===== config.mk =====
export PLATFORM = sky130hd
export DESIGN_NAME = graph_menu_ctrl_flat
export DESIGN_NICKNAME = d
export VERILOG_FILES = /design/src/rtl/graph_menu_ctrl_if.sv /design/src/rtl/graph_menu_ctrl.sv /design/src/flat_wrapper.sv
export SDC_FILE = /design/constraint.sdc
export NUM_CORES = 1
export LEC_CHECK = 0
export ABC_AREA = 1
export CAP_MARGIN = 25
export CORE_MARGIN = 2
export CORE_UTILIZATION = 55
export CTS_BUF_LIST = sky130_fd_sc_hd__clkbuf_8
export DETAILED_ROUTE_END_ITERATION = 6
export PLACE_DENSITY = 0.74
export SLEW_MARGIN = 20
export SYNTH_ARGS = -nofsm -noshare
export SYNTH_HDL_FRONTEND = slang
export SYNTH_SLANG_ARGS = --single-unit

===== constraint.sdc =====
create_clock -name clk -period 2.15 [get_ports clk]
set_clock_uncertainty 0.2 [all_clocks]
set_input_delay 0.5375 -clock clk [delete_from_list [all_inputs] [get_ports clk]]
set_output_delay 0.5375 -clock clk [all_outputs]
set_load 0.01 [all_outputs]

===== src/rtl/graph_menu_ctrl_if.sv =====
// rtl/graph_menu_ctrl_if.sv - button/state inputs and menu outputs of the graph-menu controller
interface graph_menu_ctrl_if #(
    parameter int NUM_ROWS = 2,
    parameter int TYPE_W   = 2,
    parameter int ROW_W    = 1
);
    logic                         state_entry;
    logic                         btnC;
    logic                         btnL;
    logic                         btnR;
    logic                         btnU;
    logic                         btnD;
    logic [ROW_W-1:0]             cursor_pos;
    logic [NUM_ROWS*TYPE_W-1:0]   row_types;
    logic                         menu_confirmed;
    logic                         locked;

    modport master (
        output state_entry, btnC, btnL, btnR, btnU, btnD,
        input  cursor_pos, row_types, menu_confirmed, locked
    );

    modport slave (
        input  state_entry, btnC, btnL, btnR, btnU, btnD,
        output cursor_pos, row_types, menu_confirmed, locked
    );
endinterface


===== src/rtl/graph_menu_ctrl.sv =====
// rtl/graph_menu_ctrl.sv - graph-selection menu: wrapping cursor, per-row type codes, L/R hold-to-repeat, confirm lock
module graph_menu_ctrl #(
    parameter int NUM_ROWS      = 2,
    parameter int NUM_TYPES     = 3,
    parameter int TYPE_W        = 2,
    parameter int ROW_W         = 1,
    parameter int REPEAT_DELAY  = 50_000_000,
    parameter int REPEAT_PERIOD = 10_000_000
) (
    input  logic              clk,
    input  logic              reset,
    graph_menu_ctrl_if.slave  bus
);
    localparam int MAX_RP = (REPEAT_DELAY > REPEAT_PERIOD) ? REPEAT_DELAY : REPEAT_PERIOD;
    localparam int CNT_W  = $clog2(MAX_RP);

    typedef enum logic [1:0] {IDLE, DELAY, REPEAT} rpt_state_e;

    rpt_state_e                 state_q, state_d;
    logic [CNT_W-1:0]           cnt_q, cnt_d;
    logic                       dir_q, dir_d;       // 1 = right
    logic [4:0]                 btn, btn_prev_q, btn_edge;
    logic [ROW_W-1:0]           cursor_q, cursor_d;
    logic [NUM_ROWS*TYPE_W-1:0] types_q, types_d;
    logic                       confirmed_q, confirmed_d;
    logic                       locked_q, locked_d;
    logic                       active, l_alone, r_alone, held_alone, at_terminal;
    logic                       step_r, step_l;
    logic [31:0]                type_lsb;
    logic [TYPE_W-1:0]          cur_type, new_type;

    // {C, L, R, U, D}
    assign btn        = {bus.btnC, bus.btnL, bus.btnR, bus.btnU, bus.btnD};
    assign btn_edge   = btn & ~btn_prev_q;
    assign active     = ~bus.state_entry & ~locked_q;
    assign l_alone    = bus.btnL & ~bus.btnR;
    assign r_alone    = bus.btnR & ~bus.btnL;
    assign held_alone = dir_q ? r_alone : l_alone;
    assign at_terminal = (state_q == DELAY)  ? (cnt_q == CNT_W'(REPEAT_DELAY - 1)) :
                         (state_q == REPEAT) ? (cnt_q == CNT_W'(REPEAT_PERIOD - 1)) : 1'b0;

    always_ff @(posedge clk or posedge reset) begin
        if (reset) begin
            state_q <= IDLE;
            cnt_q   <= '0;
            dir_q   <= 1'b0;
        end else begin
            state_q <= state_d;
            cnt_q   <= cnt_d;
            dir_q   <= dir_d;
        end
    end

    always_comb begin
        state_d = state_q;
        cnt_d   = cnt_q;
        dir_d   = dir_q;
        if (!active) begin
            state_d = IDLE;
            cnt_d   = '0;
        end else begin
            case (state_q)
                IDLE: begin
                    if (btn_edge[2] && !bus.btnL) begin
                        state_d = DELAY;
                        cnt_d   = '0;
                        dir_d   = 1'b1;
                    end else if (btn_edge[3] && !bus.btnR) begin
                        state_d = DELAY;
                        cnt_d   = '0;
                        dir_d   = 1'b0;
                    end
                end
                DELAY, REPEAT: begin
                    if (!held_alone) begin
                        state_d = IDLE;
                        cnt_d   = '0;
                    end else if (at_terminal) begin
                        state_d = REPEAT;
                        cnt_d   = '0;
                    end else begin
                        cnt_d = cnt_q + CNT_W'(1);
                    end
                end
                default: begin
                    state_d = IDLE;
                    cnt_d   = '0;
                end
            endcase
        end
    end

    always_comb begin
        step_r = 1'b0;
        step_l = 1'b0;
        if (active) begin
            if (state_q == IDLE) begin
                step_r = btn_edge[2] & ~bus.btnL;
                step_l = btn_edge[3] & ~bus.btnR;
            end else if (held_alone && at_terminal) begin
                step_r = dir_q;
                step_l = ~dir_q;
            end
        end
    end

    // Type step targets the row under the cursor as it was before this cycle's move
    assign type_lsb = 32'(cursor_q) * TYPE_W;
    assign cur_type = types_q[type_lsb +: TYPE_W];

    always_comb begin
        if (32'(cur_type) >= NUM_TYPES)
            new_type = '0;
        else if (step_r)
            new_type = (32'(cur_type) == NUM_TYPES - 1) ? '0 : cur_type + TYPE_W'(1);
        else
            new_type = (cur_type == '0) ? TYPE_W'(NUM_TYPES - 1) : cur_type - TYPE_W'(1);
    end

    always_comb begin
        types_d     = types_q;
        cursor_d    = cursor_q;
        confirmed_d = 1'b0;
        locked_d    = locked_q;
        if (bus.state_entry) begin
            locked_d = 1'b0;
        end else if (active) begin
            if (step_r || step_l)
                types_d[type_lsb +: TYPE_W] = new_type;
            if (btn_edge[1] && !btn_edge[0])
                cursor_d = (cursor_q == '0) ? ROW_W'(NUM_ROWS - 1) : cursor_q - ROW_W'(1);
            else if (btn_edge[0] && !btn_edge[1])
                cursor_d = (cursor_q == ROW_W'(NUM_ROWS - 1)) ? '0 : cursor_q + ROW_W'(1);
            if (btn_edge[4]) begin
                confirmed_d = 1'b1;
                locked_d    = 1'b1;
            end
        end
    end

    always_ff @(posedge clk or posedge reset) begin
        if (reset) begin
            btn_prev_q  <= '0;
            cursor_q    <= '0;
            types_q     <= '0;
            confirmed_q <= 1'b0;
            locked_q    <= 1'b0;
        end else begin
            btn_prev_q  <= btn;
            cursor_q    <= cursor_d;
            types_q     <= types_d;
            confirmed_q <= confirmed_d;
            locked_q    <= locked_d;
        end
    end

    assign bus.cursor_pos     = cursor_q;
    assign bus.row_types      = types_q;
    assign bus.menu_confirmed = confirmed_q;
    assign bus.locked         = locked_q;
endmodule


===== src/flat_wrapper.sv =====
// flat-port wrapper written by rule: the top's interface ports become plain ports
module graph_menu_ctrl_flat 
#(
    parameter int NUM_ROWS      = 2,
    parameter int NUM_TYPES     = 3,
    parameter int TYPE_W        = 2,
    parameter int ROW_W         = 1,
    parameter int REPEAT_DELAY  = 50_000_000,
    parameter int REPEAT_PERIOD = 10_000_000
)
  (clk, reset, bus_state_entry, bus_btnC, bus_btnL, bus_btnR, bus_btnU, bus_btnD, bus_cursor_pos, bus_row_types, bus_menu_confirmed, bus_locked);
  graph_menu_ctrl_if #(.NUM_ROWS(NUM_ROWS), .TYPE_W(TYPE_W), .ROW_W(ROW_W)) bus_i ();
  input  logic clk;
  input  logic reset;
  input wire logic [$bits(bus_i.state_entry)-1:0] bus_state_entry;
  input wire logic [$bits(bus_i.btnC)-1:0] bus_btnC;
  input wire logic [$bits(bus_i.btnL)-1:0] bus_btnL;
  input wire logic [$bits(bus_i.btnR)-1:0] bus_btnR;
  input wire logic [$bits(bus_i.btnU)-1:0] bus_btnU;
  input wire logic [$bits(bus_i.btnD)-1:0] bus_btnD;
  output wire logic [$bits(bus_i.cursor_pos)-1:0] bus_cursor_pos;
  output wire logic [$bits(bus_i.row_types)-1:0] bus_row_types;
  output wire logic [$bits(bus_i.menu_confirmed)-1:0] bus_menu_confirmed;
  output wire logic [$bits(bus_i.locked)-1:0] bus_locked;
  assign bus_i.state_entry = bus_state_entry;
  assign bus_i.btnC = bus_btnC;
  assign bus_i.btnL = bus_btnL;
  assign bus_i.btnR = bus_btnR;
  assign bus_i.btnU = bus_btnU;
  assign bus_i.btnD = bus_btnD;
  assign bus_cursor_pos = bus_i.cursor_pos;
  assign bus_row_types = bus_i.row_types;
  assign bus_menu_confirmed = bus_i.menu_confirmed;
  assign bus_locked = bus_i.locked;
  graph_menu_ctrl #(.NUM_ROWS(NUM_ROWS), .NUM_TYPES(NUM_TYPES), .TYPE_W(TYPE_W), .ROW_W(ROW_W), .REPEAT_DELAY(REPEAT_DELAY), .REPEAT_PERIOD(REPEAT_PERIOD)) u_core (.clk(clk), .reset(reset), .bus(bus_i));
endmodule

==> metrics.txt, run 1 <==
Mean Syn Cell Area 7.67 µm²; crit end category output port; Final setup viols 0; root buf cell clkbuf_8; sequential area share after synthesis 38.8%; Die Width 73.4 µm; PwrDens 666 mW/mm²; Placement Cell Area 0.00300 mm²; CP Launch Type flip-flop; Post-synth top cells 67 x nand2_1, 53 x inv_1, 44 x nor2_1; total I/O pin count 15; # H-tree levels 2; Placeable Area 0.00469 mm²; Initial DRT Pass Iterations 4; GRT overflow 0; WS Path Type reg2out; placed cells 432; CTS Buffer Depth 2; Slew Viols, Final 0; Synth Area in Simple Gates 38.2%; Final Cell Area 0.00314 mm²; Post-Syn Nets 363; Clk pin slew, worst setup/hold paths 0.07 ns; slowest stage delay, CP 0.58 ns; final antenna diode count 0; TritonCTS sink count 41; Post-Synthesis Cells 345; worst vdd ir 0.559 mV; Yosys warnings 0; Max Freq 485 MHz; share of post-route cells with drive strength above 1 20.2%; Cell variety after synth 33; TritonCTS buffer count 5; number of synthesized flops with an enable pin 0; Layout Cells excl Fill 440; worst-margin pin slew 0.382 ns; DIE AREA 0.00538 mm²; CTS tree built; Worst-Skew Late Latency 0.29 ns; drt wl/cell 13.1 µm; XOR/XNOR share of the synthesized area 2.98%; Routed Antenna Nets 0; Most used DFF post-synth dfrtp_1; RSZ-0062 raised after global routing true; Synth Area in Adders 4.73%; compound-cell area share of the yosys netlist 5.67%; most frequent cell after synthesis nand2_1; mapped cell area 0.00265 mm²; Slew Limit Headroom 74.2%; largest area contributor in the netlist dfrtp_1; Die H 73.4 µm; Hold Buf Count CTS 0; number of global-route vias before repair 2116; largest net degree at the start of global routing 42; initial DRC count 202; Final nets 404; drt total wl 5740 µm; Synth area leaders dfrtp_1 39%, nand2_1 9.5%, inv_1 7.5%, nor2_1 6.2%, nand3_1 5.3%; FF+latch count, synth 41; Std-Cell Rows 25; CP required 1.41 ns; via count 2308; GRT Util Overall 22.8%; Leak 0.00149 µW; worst-path fanout max 6; vias per std cell 5.25; Pwr Total 2090 µW; WP buf/inv 1; Yosys top cell area share 38.8%; status finished clean; Top delay family on crit path buffers and inverters; CP Cell Sequence clkdlybuf4s50_1; Min-Delay Path Class in2reg; asr flop ratio synth 100%; routability-driven placement congestion ratio 0.968; first-pass GRT wire length 9500 µm; Area Overhead vs Synth 18.8%; CP max stage cell clkdlybuf4s50_1; Worst Path Arrival 1.32 ns; mux share of post-synthesis cell area 0%; IO buf count 14; initial antenna violation count 0; Initial Util 56.4%; shortest period the worst path allows 2.06 ns; Max-cap violations 0; largest family of logic cells by synthesized area simple AND/OR/NAND/NOR gates; period utilization 95.9%; Post-DP HPWL 4290 µm; drc violations 0; Hold Fails Final Rpt 0
[per-layer routing]
metal / share of wire, % / vias to the layer above / global-route usage, %
met1: 47 / 1051 / 33.1
met5: 0 / - / 0
met2: 45 / 71 / 34.2
met4: 1.6 / 0 / 6.46
li1: - / 1176 / -
met3: 6.2 / 10 / 4.94
[logic make-up (layout without fill, tap and decap cells)]
| group | Yosys count | count (layout) |
|---|---|---|
| compound gates | 26 | 26 |
| fa+ha+maj | 10 | 10 |
| xor+xnor | 9 | 9 |
| buf+inv | 61 | 102 |
| flops | 41 | 41 |
| simple gates | 198 | 198 |
[area by class of cell]
type / instances / area [µm²]
Timing Repair Buffer: 38 / 342
Multi-Input combinational cell: 243 / 1400
Tap cell: 54 / 67.6
Clock buffer: 6 / 82.6
Fill cell: 397 / 1550
Clock inverter: 1 / 3.75
Sequential cell: 41 / 1030
Inverter: 57 / 219
[timing repair]
action                                  4_1_cts  5_1_grt
endpoints found under the setup margin       14       27
pin swaps                                     3       10
setup buffers                                 0        1
resized for setup                             6       13
[worst reg2reg max path: cells and delay by family, from the launching register on]
kind                     cells  cell delay, ns
AND/OR/NAND/NOR              8            0.72
AO/OA/AOI/OAI                1            0.09
adder cells (fa/ha/maj)      1            0.23
buffers and inverters        2            0.25
flip-flops                   1            0.42
[flip-flops by register name, indices dropped and copies added, names as in the netlist]
signal and flops:
u_core.cnt_q 26, u_core.btn_prev_q 5, u_core.bus.row_types 4, u_core.state_q 2, u_core.bus.cursor_pos 1, u_core.bus.locked 1
u_core.bus.menu_confirmed 1, u_core.dir_q 1
[final timing paths]
check | startpoint | to | slack [ns] | depth (start not counted)
min | bus_btnR | u_core.btn_prev_q[2] | 0.21 | 1
max in group asynchronous | reset | u_core.cnt_q[22] | 1.14 | 3
max reg2reg | u_core.state_q[0] | u_core.state_q[0] | 0.12 | 12
max | u_core.bus.cursor_pos | bus_cursor_pos | 0.09 | 1
min reg2reg | u_core.btn_prev_q[4] | u_core.bus.menu_confirmed | 0.30 | 3
min in group asynchronous | reset | u_core.cnt_q[3] | 0.41 | 3
[metrics by stage]
stage	TNS (ns)	hold WS (ns)	utilization, %	setup WS (ns)
floorplan	0	0.271	-	0.302
global placement	-6.62	0.286	64.0	-0.293
detailed placement	-8.55	0.292	64.0	-0.357
CTS	0	0.309	66.1	0.00181
global route	-0.261	0.209	67.0	-0.0521
finish	0	0.206	67.0	0.0890
[cell usage in the layout (no fill, tap or decap), drive strengths merged, types with 6 or more instances in the layout]
cell type,n
nand2,79
inv,57
nor2,55
dfrtp,41
nand3,30
buf,24
nor3,13
clkdlybuf4s50,12
o21ai,12
ha,10
a21oi,8
xor2,7
nand4,7
clkbuf,6
[power by group]
part / switching, µW / internal, µW / total [µW]
combinational: 391 / 301 / 692
clock: 256 / 250 / 507
sequential: 58.0 / 837 / 895
total: 705 / 1390 / 2090
No activity file was read; power rests on OpenSTA's default activity.
==> run 2: changes to the inputs <==
- CORE_UTILIZATION: 55 -> 35
- PLACE_DENSITY: 0.74 -> default
==> metrics.txt, run 2 (same netlist as run 1, synthesis figures left out) <==
status finished clean; TritonCTS buffer count 5 (unchanged); IO buf count 14 (unchanged); Final setup viols 0 (unchanged); WP buf/inv 1 (unchanged); via count 2327 (+0.82%); Slew Limit Headroom 71.2% (-3.1 points); Fillers 772 (+94%); Final nets 407 (+0.74%); Max Freq 486 MHz (+0.17%); total I/O pin count 15 (unchanged); root buf cell clkbuf_8; Top delay family on crit path buffers and inverters; Layout Cells excl Fill 489 (+11%); Die Width 91.0 µm (+24%); Initial Util 36.3% (-20 points); DIE AREA 0.00827 mm² (+54%); worst-path fanout max 6 (unchanged); vias per std cell 4.76 (-9.3%); Routed Antenna Nets 0 (unchanged); reg2reg start u_core.state_q[1]; Placeable Area 0.00729 mm² (+55%); initial antenna violation count 0 (unchanged); period utilization 95.7% (-0.16 points); Post-DP HPWL 4490 µm (+4.6%); Biggest register u_core.cnt_q; Initial DRT Pass Iterations 4 (unchanged); share of post-route cells with drive strength above 1 22.1% (+1.8 points); Clk pin slew, worst setup/hold paths 0.09 ns (+0.02 ns); crit end category output port; final antenna diode count 0 (unchanged); WS Path Type reg2out; CP Cell Sequence clkdlybuf4s50_1; hold path cells 1 (unchanged); CTS Buffer Depth 2 (unchanged); worst vdd ir 0.319 mV (-43%); drt wl/cell 12.1 µm (-7.2%); CP required 1.41 ns (about the same); placed cells 475 (+10%); CP Launch Point u_core.bus.cursor_pos; largest net degree at the start of global routing 42 (unchanged); Slew Viols, Final 0 (unchanged); routability-driven placement congestion ratio 0.910 (-6.0%); commonest non-fill, non-tap cells in the layout 65 x nand2_1, 50 x inv_1, 40 x dfrtp_1; Area Overhead vs Synth 25.4%; Hold Fails Final Rpt 0 (unchanged); drt total wl 5930 µm (+3.2%); CTS tree built; CP endpoint bus_cursor_pos; Min-Delay Path Class in2reg; GRT overflow 0 (unchanged); Leak 0.00154 µW (+3.7%); reg-to-reg slack, setup 0.18 ns (+0.06 ns); Worst-Skew Late Latency 0.31 ns (+0.02 ns); setup_tns 0 ns (unchanged); most common cell after layout, fill and taps aside nand2_1; CP max stage cell clkdlybuf4s50_1; Max-cap violations 0 (unchanged); drc violations 0 (unchanged); shortest period the worst path allows 2.06 ns (-0.00344 ns); R2R depth 13 (+1); FF+latch area 0.00103 mm² (+0.12%); TritonCTS sink count 41 (unchanged); CP Launch Type flip-flop; GRT Util Overall 15.6% (-7.1 points); Std-Cell Rows 31 (+24%); Worst Path Arrival 1.32 ns (about the same); RSZ-0062 raised after global routing false; number of global-route vias before repair 2290 (+8.2%); Crit. path cell count 1 (unchanged); Hold Buf Count CTS 0 (unchanged); Die H 91.0 µm (+24%); slowest stage delay, CP 0.56 ns (-0.02 ns); PwrDens 726 mW/mm² (+9.1%); r2r endpoint u_core.bus.row_types[3]; first-pass GRT wire length 10600 µm (+11%); initial DRC count 93 (-54%); area taken by multi-input logic gates 0.00142 mm² (+0.89%); worst-margin pin slew 0.429 ns (+0.0469 ns); Largest register FFs 26 (unchanged); # H-tree levels 2 (unchanged)
run 2: where the power goes:
part	internal [µW]	total, µW	switching (µW)
registers	839	902	63.2
logic	331	738	408
clock network	468	770	302
run 2: per-layer routing:
metal  track usage, %  vias to the layer above  routed length, µm
met1             21.2                     1086               2870
met3             2.57                        8                192
met5                0                        -                  0
met2             25.1                       44               2760
li1                 -                     1189                  -
met4             5.93                        0                 98
run 2: how the worst min path moves through the flow:
stage,start,to,slack (ns)
global route,bus_btnR,u_core.btn_prev_q[2],0.18
CTS,u_core.bus.row_types[0],u_core.bus.row_types[0],0.32
global placement,u_core.bus.row_types[3],u_core.bus.row_types[3],0.29
finish,bus_btnR,u_core.btn_prev_q[2],0.18
floorplan,u_core.btn_prev_q[4],u_core.bus.menu_confirmed,0.27
detailed placement,u_core.bus.row_types[0],u_core.bus.row_types[0],0.29
run 2: timing repair:
| action | 4_1_cts | 5_1_grt |
|---|---|---|
| buffers inserted | 0 | 6 |
| endpoints found under the setup margin | 9 | 27 |
| resized for setup | 1 | 22 |
| pin swaps | 0 | 13 |
run 2: per-stage QoR:
| stage | power (µW) | worst slack (ns) | hold slack, ns | utilization, % | area [µm²] |
|---|---|---|---|---|---|
| floorplan | 1330 | 0.302 | 0.271 | - | 2650 |
| global placement | 1590 | -0.349 | 0.291 | 42.1 | 3070 |
| detailed placement | 1610 | -0.347 | 0.294 | 42.1 | 3070 |
| CTS | 2390 | 0.00589 | 0.315 | 44.0 | 3210 |
| global route | 2560 | 0.000376 | 0.182 | 45.5 | 3320 |
| finish | 2410 | 0.0924 | 0.181 | 45.5 | 3320 |
run 2: cell type report:
cell class,instances,area share (%)
timing repair buffer,41,11.8
clock inverter,3,2.07
sequential,41,31.0
clock buffer,5,2.07
multi-input combinational,243,42.7
inverter,57,6.67
tap,99,3.73
